File: src/rtl/dmem_arb_pkg.sv
// Shared definitions for the data-memory arbiter.
//   PORT_CPU / PORT_DBG : port indices (0 = pipeline MEM stage, 1 = loader/debug)
//   dmem_rsp_t          : per-port response register contents
//   addr_aligned()      : word-alignment check on the two address LSBs
package dmem_arb_pkg;

    localparam logic PORT_CPU = 1'b0;
    localparam logic PORT_DBG = 1'b1;

    typedef struct packed {
        logic        rvalid;
        logic        err;
        logic [31:0] rdata;
    } dmem_rsp_t;

    function automatic logic addr_aligned(input logic [1:0] addr_lsb);
        return (addr_lsb == 2'b00);
    endfunction

endpackage

File: src/rtl/dmem_arb_pick.sv
// Combinational winner selection for the two-port data-memory arbiter.
// Build option: define DMEM_ARB_RR_EN for round-robin tie-break, otherwise
// port 0 has priority unless the starvation guard has fired.
//   p0_valid, p1_valid : (reset-qualified) request valids
//   last_grant         : port granted at the most recent handshake
//   starve_hit         : port 1 has lost STARVE_LIMIT consecutive cycles
//   grant_valid        : some port is granted this cycle
//   grant_port         : index of the granted port
module dmem_arb_pick (
    input  logic p0_valid,
    input  logic p1_valid,
    input  logic last_grant,
    input  logic starve_hit,
    output logic grant_valid,
    output logic grant_port
);
    import dmem_arb_pkg::*;

    // A sole requester always wins; only contention consults the tie-break.
    always_comb begin
        grant_valid = p0_valid | p1_valid;
        grant_port  = PORT_CPU;
        if (p0_valid && p1_valid) begin
`ifdef DMEM_ARB_RR_EN
            grant_port = ~last_grant;
`else
            grant_port = starve_hit ? PORT_DBG : PORT_CPU;
`endif
        end else if (p1_valid) begin
            grant_port = PORT_DBG;
        end else begin
            grant_port = PORT_CPU;
        end
    end

    // The tie-break input not used by this build is parked here.
`ifdef DMEM_ARB_RR_EN
    logic unused_starve_hit_s;
    assign unused_starve_hit_s = starve_hit;
`else
    logic unused_last_grant_s;
    assign unused_last_grant_s = last_grant;
`endif

endmodule

File: src/rtl/dmem_arbiter.sv
// Two-port arbiter in front of a single-port data memory (combinational
// read, synchronous write). One handshake per cycle; responses come back one
// cycle after acceptance on a registered rvalid/rdata/err per port.
// Build option: DMEM_ARB_RR_EN selects round-robin arbitration; when
// undefined, port 0 has fixed priority with a starvation guard for port 1.
//   clk, rst_n                         : clock, async active-low reset
//   pN_valid/we/addr/wdata, pN_ready   : request channel, port N
//   pN_rvalid/rdata/err                : response channel, port N
//   mem_read/write/addr/wdata/rdata    : memory side
module dmem_arbiter #(
    parameter int STARVE_LIMIT = 8,
    parameter int ADDR_W       = 32
) (
    input  logic              clk,
    input  logic              rst_n,
    input  logic              p0_valid,
    output logic              p0_ready,
    input  logic              p0_we,
    input  logic [ADDR_W-1:0] p0_addr,
    input  logic [31:0]       p0_wdata,
    output logic              p0_rvalid,
    output logic [31:0]       p0_rdata,
    output logic              p0_err,
    input  logic              p1_valid,
    output logic              p1_ready,
    input  logic              p1_we,
    input  logic [ADDR_W-1:0] p1_addr,
    input  logic [31:0]       p1_wdata,
    output logic              p1_rvalid,
    output logic [31:0]       p1_rdata,
    output logic              p1_err,
    output logic              mem_read,
    output logic              mem_write,
    output logic [ADDR_W-1:0] mem_addr,
    output logic [31:0]       mem_wdata,
    input  logic [31:0]       mem_rdata
);
    import dmem_arb_pkg::*;

    // Next response for one port: load data is captured only for an aligned
    // load; stores and misaligned accesses keep the previous rdata.
    function automatic dmem_rsp_t next_rsp(input logic hs, input logic ok,
                                           input logic we, input logic [31:0] rd,
                                           input logic [31:0] prev_rdata);
        dmem_rsp_t r;
        r.rvalid = hs;
        r.err    = hs & ~ok;
        if (hs && ok && !we) begin
            r.rdata = rd;
        end else begin
            r.rdata = prev_rdata;
        end
        return r;
    endfunction

    logic              v0_s, v1_s;
    logic              grant_valid_s, grant_port_s, starve_hit_s;
    logic              hs0_s, hs1_s;
    logic              win_we_s, win_ok_s;
    logic [ADDR_W-1:0] win_addr_s;
    logic [31:0]       win_wdata_s;
    logic              last_grant_d, last_grant_q;
    dmem_rsp_t         rsp0_d, rsp0_q, rsp1_d, rsp1_q;

    // Requests are ignored while reset is asserted so ready and the memory
    // strobes stay low even though they are combinational.
    assign v0_s = p0_valid & rst_n;
    assign v1_s = p1_valid & rst_n;

    dmem_arb_pick u_pick (
        .p0_valid   (v0_s),
        .p1_valid   (v1_s),
        .last_grant (last_grant_q),
        .starve_hit (starve_hit_s),
        .grant_valid(grant_valid_s),
        .grant_port (grant_port_s)
    );

    assign hs0_s    = grant_valid_s & (grant_port_s == PORT_CPU);
    assign hs1_s    = grant_valid_s & (grant_port_s == PORT_DBG);
    assign p0_ready = hs0_s;
    assign p1_ready = hs1_s;

    // Route the winner's request to the memory port; zeros when idle.
    always_comb begin
        win_we_s    = 1'b0;
        win_addr_s  = '0;
        win_wdata_s = 32'h0000_0000;
        if (hs1_s) begin
            win_we_s    = p1_we;
            win_addr_s  = p1_addr;
            win_wdata_s = p1_wdata;
        end else if (hs0_s) begin
            win_we_s    = p0_we;
            win_addr_s  = p0_addr;
            win_wdata_s = p0_wdata;
        end else begin
            win_we_s    = 1'b0;
            win_addr_s  = '0;
            win_wdata_s = 32'h0000_0000;
        end
    end

    // Misaligned accesses are accepted but never reach the memory.
    assign win_ok_s  = addr_aligned(win_addr_s[1:0]);
    assign mem_read  = grant_valid_s & win_ok_s & ~win_we_s;
    assign mem_write = grant_valid_s & win_ok_s & win_we_s;
    assign mem_addr  = win_addr_s;
    assign mem_wdata = win_wdata_s;

    // Next-state for responses and the last-grant pointer.
    always_comb begin
        rsp0_d = next_rsp(hs0_s, win_ok_s, win_we_s, mem_rdata, rsp0_q.rdata);
        rsp1_d = next_rsp(hs1_s, win_ok_s, win_we_s, mem_rdata, rsp1_q.rdata);
        if (grant_valid_s) begin
            last_grant_d = grant_port_s;
        end else begin
            last_grant_d = last_grant_q;
        end
    end

    // Response registers and last-grant pointer.
    always_ff @(posedge clk or negedge rst_n) begin
        if (!rst_n) begin
            rsp0_q       <= '0;
            rsp1_q       <= '0;
            last_grant_q <= PORT_DBG;
        end else begin
            rsp0_q       <= rsp0_d;
            rsp1_q       <= rsp1_d;
            last_grant_q <= last_grant_d;
        end
    end

`ifndef DMEM_ARB_RR_EN
    localparam int CNT_W = (STARVE_LIMIT < 1) ? 1 : $clog2(STARVE_LIMIT + 1);
    localparam logic [CNT_W-1:0] LIMIT_C = CNT_W'(STARVE_LIMIT);

    logic [CNT_W-1:0] starve_cnt_d, starve_cnt_q;

    // Count consecutive cycles port 1 waits while port 0 is served.
    always_comb begin
        if (!v1_s || hs1_s) begin
            starve_cnt_d = '0;
        end else if (hs0_s && (starve_cnt_q != LIMIT_C)) begin
            starve_cnt_d = starve_cnt_q + CNT_W'(1);
        end else begin
            starve_cnt_d = starve_cnt_q;
        end
    end

    // Starvation counter register.
    always_ff @(posedge clk or negedge rst_n) begin
        if (!rst_n) begin
            starve_cnt_q <= '0;
        end else begin
            starve_cnt_q <= starve_cnt_d;
        end
    end

    assign starve_hit_s = (starve_cnt_q == LIMIT_C);
`else
    assign starve_hit_s = 1'b0;
`endif

    assign p0_rvalid = rsp0_q.rvalid;
    assign p0_err    = rsp0_q.err;
    assign p0_rdata  = rsp0_q.rdata;
    assign p1_rvalid = rsp1_q.rvalid;
    assign p1_err    = rsp1_q.err;
    assign p1_rdata  = rsp1_q.rdata;

endmodule

File: config.mk
export PLATFORM = sky130hd
export DESIGN_NAME = dmem_arbiter
export DESIGN_NICKNAME = d
export VERILOG_FILES = /design/src/rtl/dmem_arb_pkg.sv /design/src/rtl/dmem_arb_pick.sv /design/src/rtl/dmem_arbiter.sv
export SDC_FILE = /design/constraint.sdc
export NUM_CORES = 1
export LEC_CHECK = 0
export BUFFER_PORTS_ARGS = -buffer_cell sky130_fd_sc_hd__buf_2
export CAP_MARGIN = 25
export CORE_AREA = 2 2 116 118
export CTS_BUF_LIST = sky130_fd_sc_hd__clkbuf_2 sky130_fd_sc_hd__clkbuf_4 sky130_fd_sc_hd__clkbuf_8
export DETAILED_ROUTE_END_ITERATION = 10
export DIE_AREA = 0 0 118 120
export GPL_ROUTABILITY_DRIVEN = 0
export PLACE_DENSITY_LB_ADDON = 0.05
export SYNTH_ARGS = -nofsm -noshare
export SYNTH_HDL_FRONTEND = slang
export SYNTH_SLANG_ARGS = --single-unit
File: constraint.sdc
create_clock -name clk -period 2.8 [get_ports clk]
set_clock_uncertainty 0.15 [all_clocks]
set_input_delay 0.56 -clock clk [delete_from_list [all_inputs] [get_ports clk]]
set_output_delay 0.56 -clock clk [all_outputs]
set_load 0.005 [all_outputs]
==> metrics <==
WP depth=7; fmax=364 MHz; CP Launch Type=flop; IO buf count=301; worst skew pair latency=0.34 ns; warnings from Yosys=0; register area=1800 µm²; Layout area overhead=52.2%; CP cell instances=inv_1 -> ha_2 -> buf_6 -> nand4b_1 -> a21bo_2 -> nor4bb_2 -> buf_2; Core Footprint=13000 µm²; reg2reg start=starve_cnt_q[1]; max-cap violation count=0; Worst-path clk slew=0.07 ns; largest net degree at the start of global routing=69; Filler cells=1284; maximum vdd drop=0.236 mV; post-synthesis sequential area ratio=44.8%; EDFF count, synth=0; Final Worst Setup Slack=0.0524 ns; final wirelength=14.8 mm; Final nets=867; FF-to-FF End=p0_rdata[29]; synthesized cell area=4020 µm²; Total GRT Usage=19.7%; crit path kind=reg -> out; post-synth net total=571; vias in the first global route=4275; post-synthesis instance total=403; slowest CP cell=dfrtp_1; Die Wd=118 µm; layout cells sized above 1=58.8%; # DRC=0; r2r setup slk=0.58 ns; Lkg Pwr=3.13 nW; drt pass-1 iters=4; met3 WL=989 µm; grt total ovfl=0; clock sinks=72; I/O pin total=302; # setup viols final=0; Buf/Inv on CP=3; setup TNS=0 ns; TritonCTS Buffers=9; Synth Area per Inst=9.98 µm²; P per Cell Area=503 nW/µm²; crit path time final=2.75 ns; Main synth FF type=dfrtp_1; Initial DRC Count=172; Row Count=42; DIE HEIGHT=120 µm; Hold Path Class=reg -> reg; H-tree Lvls=3; via count=4233; vias per inst=4.80; Routed WL per cell=16.8 µm; crit path DAT=2.04 ns; area occupied by multi-input gates=2040 µm²; final slew viol count=0; critical path's top delay family=simple AND/OR/NAND/NOR gates; root buf cell=clkbuf_8; Worst-Margin Slew=0.846 ns; crit path from=starve_cnt_q[1]; dpl hpwl=10.9 mm; Hold Vio Cnt, Final=0; Tcrit/Tclk final=98.1%; Async S/R FF share, synth=100%; Worst setup EP type=output port; routed wl met2=7.77 mm; clock tree buffer depth=2; Setup crit end=mem_read; CP max stage delay=0.40 ns; status=finished, final reports clean; global-route wire length before repair=22.3 mm; RSZ-0062 raised after global routing=yes; top sig layer=met4; path depth of the worst reg2reg path=7; #FFs+latches synth=72; Die Footprint=14200 µm²; met1 WL=5.76 mm; WP data required=2.09 ns; Crit Path Max Fanout=5; initial antenna violation count=2; Initial Util=31.0%; Slew Limit Headroom=43.6%; DP Worst Slack=0.163 ns; Detail Route Antenna Nets=0; post-synth cell types=35; TritonCTS clock tree=built
[through the flow]
step                      hold slack (ns)  utilization, %  power [W]  instance area, µm²  instances
after floorplan                     0.114               -    0.00168                4020        403
after global placement              0.240            44.2    0.00216                5740        855
after detailed placement            0.242            44.2    0.00217                5740        855
after CTS                           0.284            46.2    0.00312                6000        873
after global routing                0.291            47.2    0.00328                6120        882
final                               0.309            47.2    0.00308                6120        882
[power breakdown]
group,switching (W),internal (W),leakage (nW),total (W)
registers,0.0000890,0.00124,0.909,0.00133
clock network,0.000377,0.000549,0.119,0.000926
logic,0.000359,0.000466,2.10,0.000825
[area by class of cell]
class	instances	share of cell area (%)
Multi-Input combinational cell	285	33.2
Tap cell	176	3.60
Clock buffer	11	2.47
Inverter	6	0.368
Clock inverter	5	1.29
Antenna cell	2	0.0817
Sequential cell	72	29.4
Timing Repair Buffer	325	29.5
[repair_timing]
item / CTS / global route
gates resized for setup: 5 / 10
pin swaps: 1 / 4
buffers inserted: 1 / 4
setup endpoints to repair: 66 / 63
hold buffers: 1 / 0
endpoints found under the hold margin: 4 / 0
cloned: 0 / 3
[cell families after synthesis]
| logic type | count (synthesis) | synth area share [%] |
|---|---|---|
| AOI/OAI and AO/OA | 132 | 21.2 |
| xor gates and xnor gates | 2 | 0.436 |
| adders and majority gates | 2 | 0.622 |
| buffers and inverters | 47 | 5.51 |
| DFF | 72 | 44.8 |
| muxes | 66 | 18.4 |
| and+or+nand+nor | 82 | 9.05 |
[worst min path at each step]
stage                          from               to  slack [ns]  cells past startpoint
floorplan                     rst_n           p0_err        0.11                      0
global placement              rst_n  starve_cnt_q[3]        0.24                      1
detailed placement            rst_n  starve_cnt_q[3]        0.24                      1
CTS                   mem_rdata[27]     p1_rdata[27]        0.28                      2
global route           mem_rdata[5]      p1_rdata[5]        0.29                      2
finish              starve_cnt_q[0]  starve_cnt_q[0]        0.31                      1
[state kept, by name, indices dropped and copies added (netlist names)]
signal and count:
p0_err 1, p1_rvalid 1, p1_err 1, p0_rvalid 1, p1_rdata 32, p0_rdata 32
starve_cnt_q 4
[cell usage after synthesis (2+ instances only)]
cell      instances  area [µm²]
dfrtp_1          72        1800
nand2_1          65         244
o211ai_1         63         473
mux2_2           62         698
o21ai_0          62         310
clkbuf_1         24        90.1
buf_2             9        45.0
inv_1             5        18.8
nor2_1            4        15.0
buf_4             3        22.5
buf_6             3        33.8
and2_1            2        12.5
buf_1             2        7.51
ha_1              2        25.0
mux2_1            2        22.5
mux2i_1           2        20.0
nand3_1           2        10.0
nand4_1           2        12.5
[layout by cell type (no fill, tap or decap), types with 2 or more instances in the layout]
| cell | n |
|---|---|
| o211ai_1 | 63 |
| o21ai_0 | 61 |
| inv_1 | 5 |
| buf_2 | 301 |
| nand3_1 | 2 |
| dfrtp_1 | 72 |
| clkbuf_8 | 11 |
| buf_12 | 6 |
| nand4_1 | 2 |
| nor2_1 | 4 |
| mux2_1 | 2 |
| clkinv_2 | 2 |
| buf_4 | 10 |
| nand2_1 | 65 |
| mux2_2 | 62 |
| bufinv_16 | 2 |
| mux2i_1 | 2 |
| diode_2 | 2 |
| buf_6 | 5 |
[worst register-to-register path, stage by stage (launching register included)]
cell      delay [ns]
dfrtp_1         0.40
inv_1           0.07
ha_2            0.20
buf_6           0.11
nand4b_1        0.19
nand4_1         0.16
buf_4           0.40
mux2_2          0.42
[routing by layer]
metal  vias to the layer above  global-route usage, %
met3                        19                   6.23
met1                      1988                   22.3
li1                       2055                      -
met5                         -                      0
met2                       171                   35.0
met4                         0                   6.70
No activity file was read; power rests on OpenSTA's default activity.
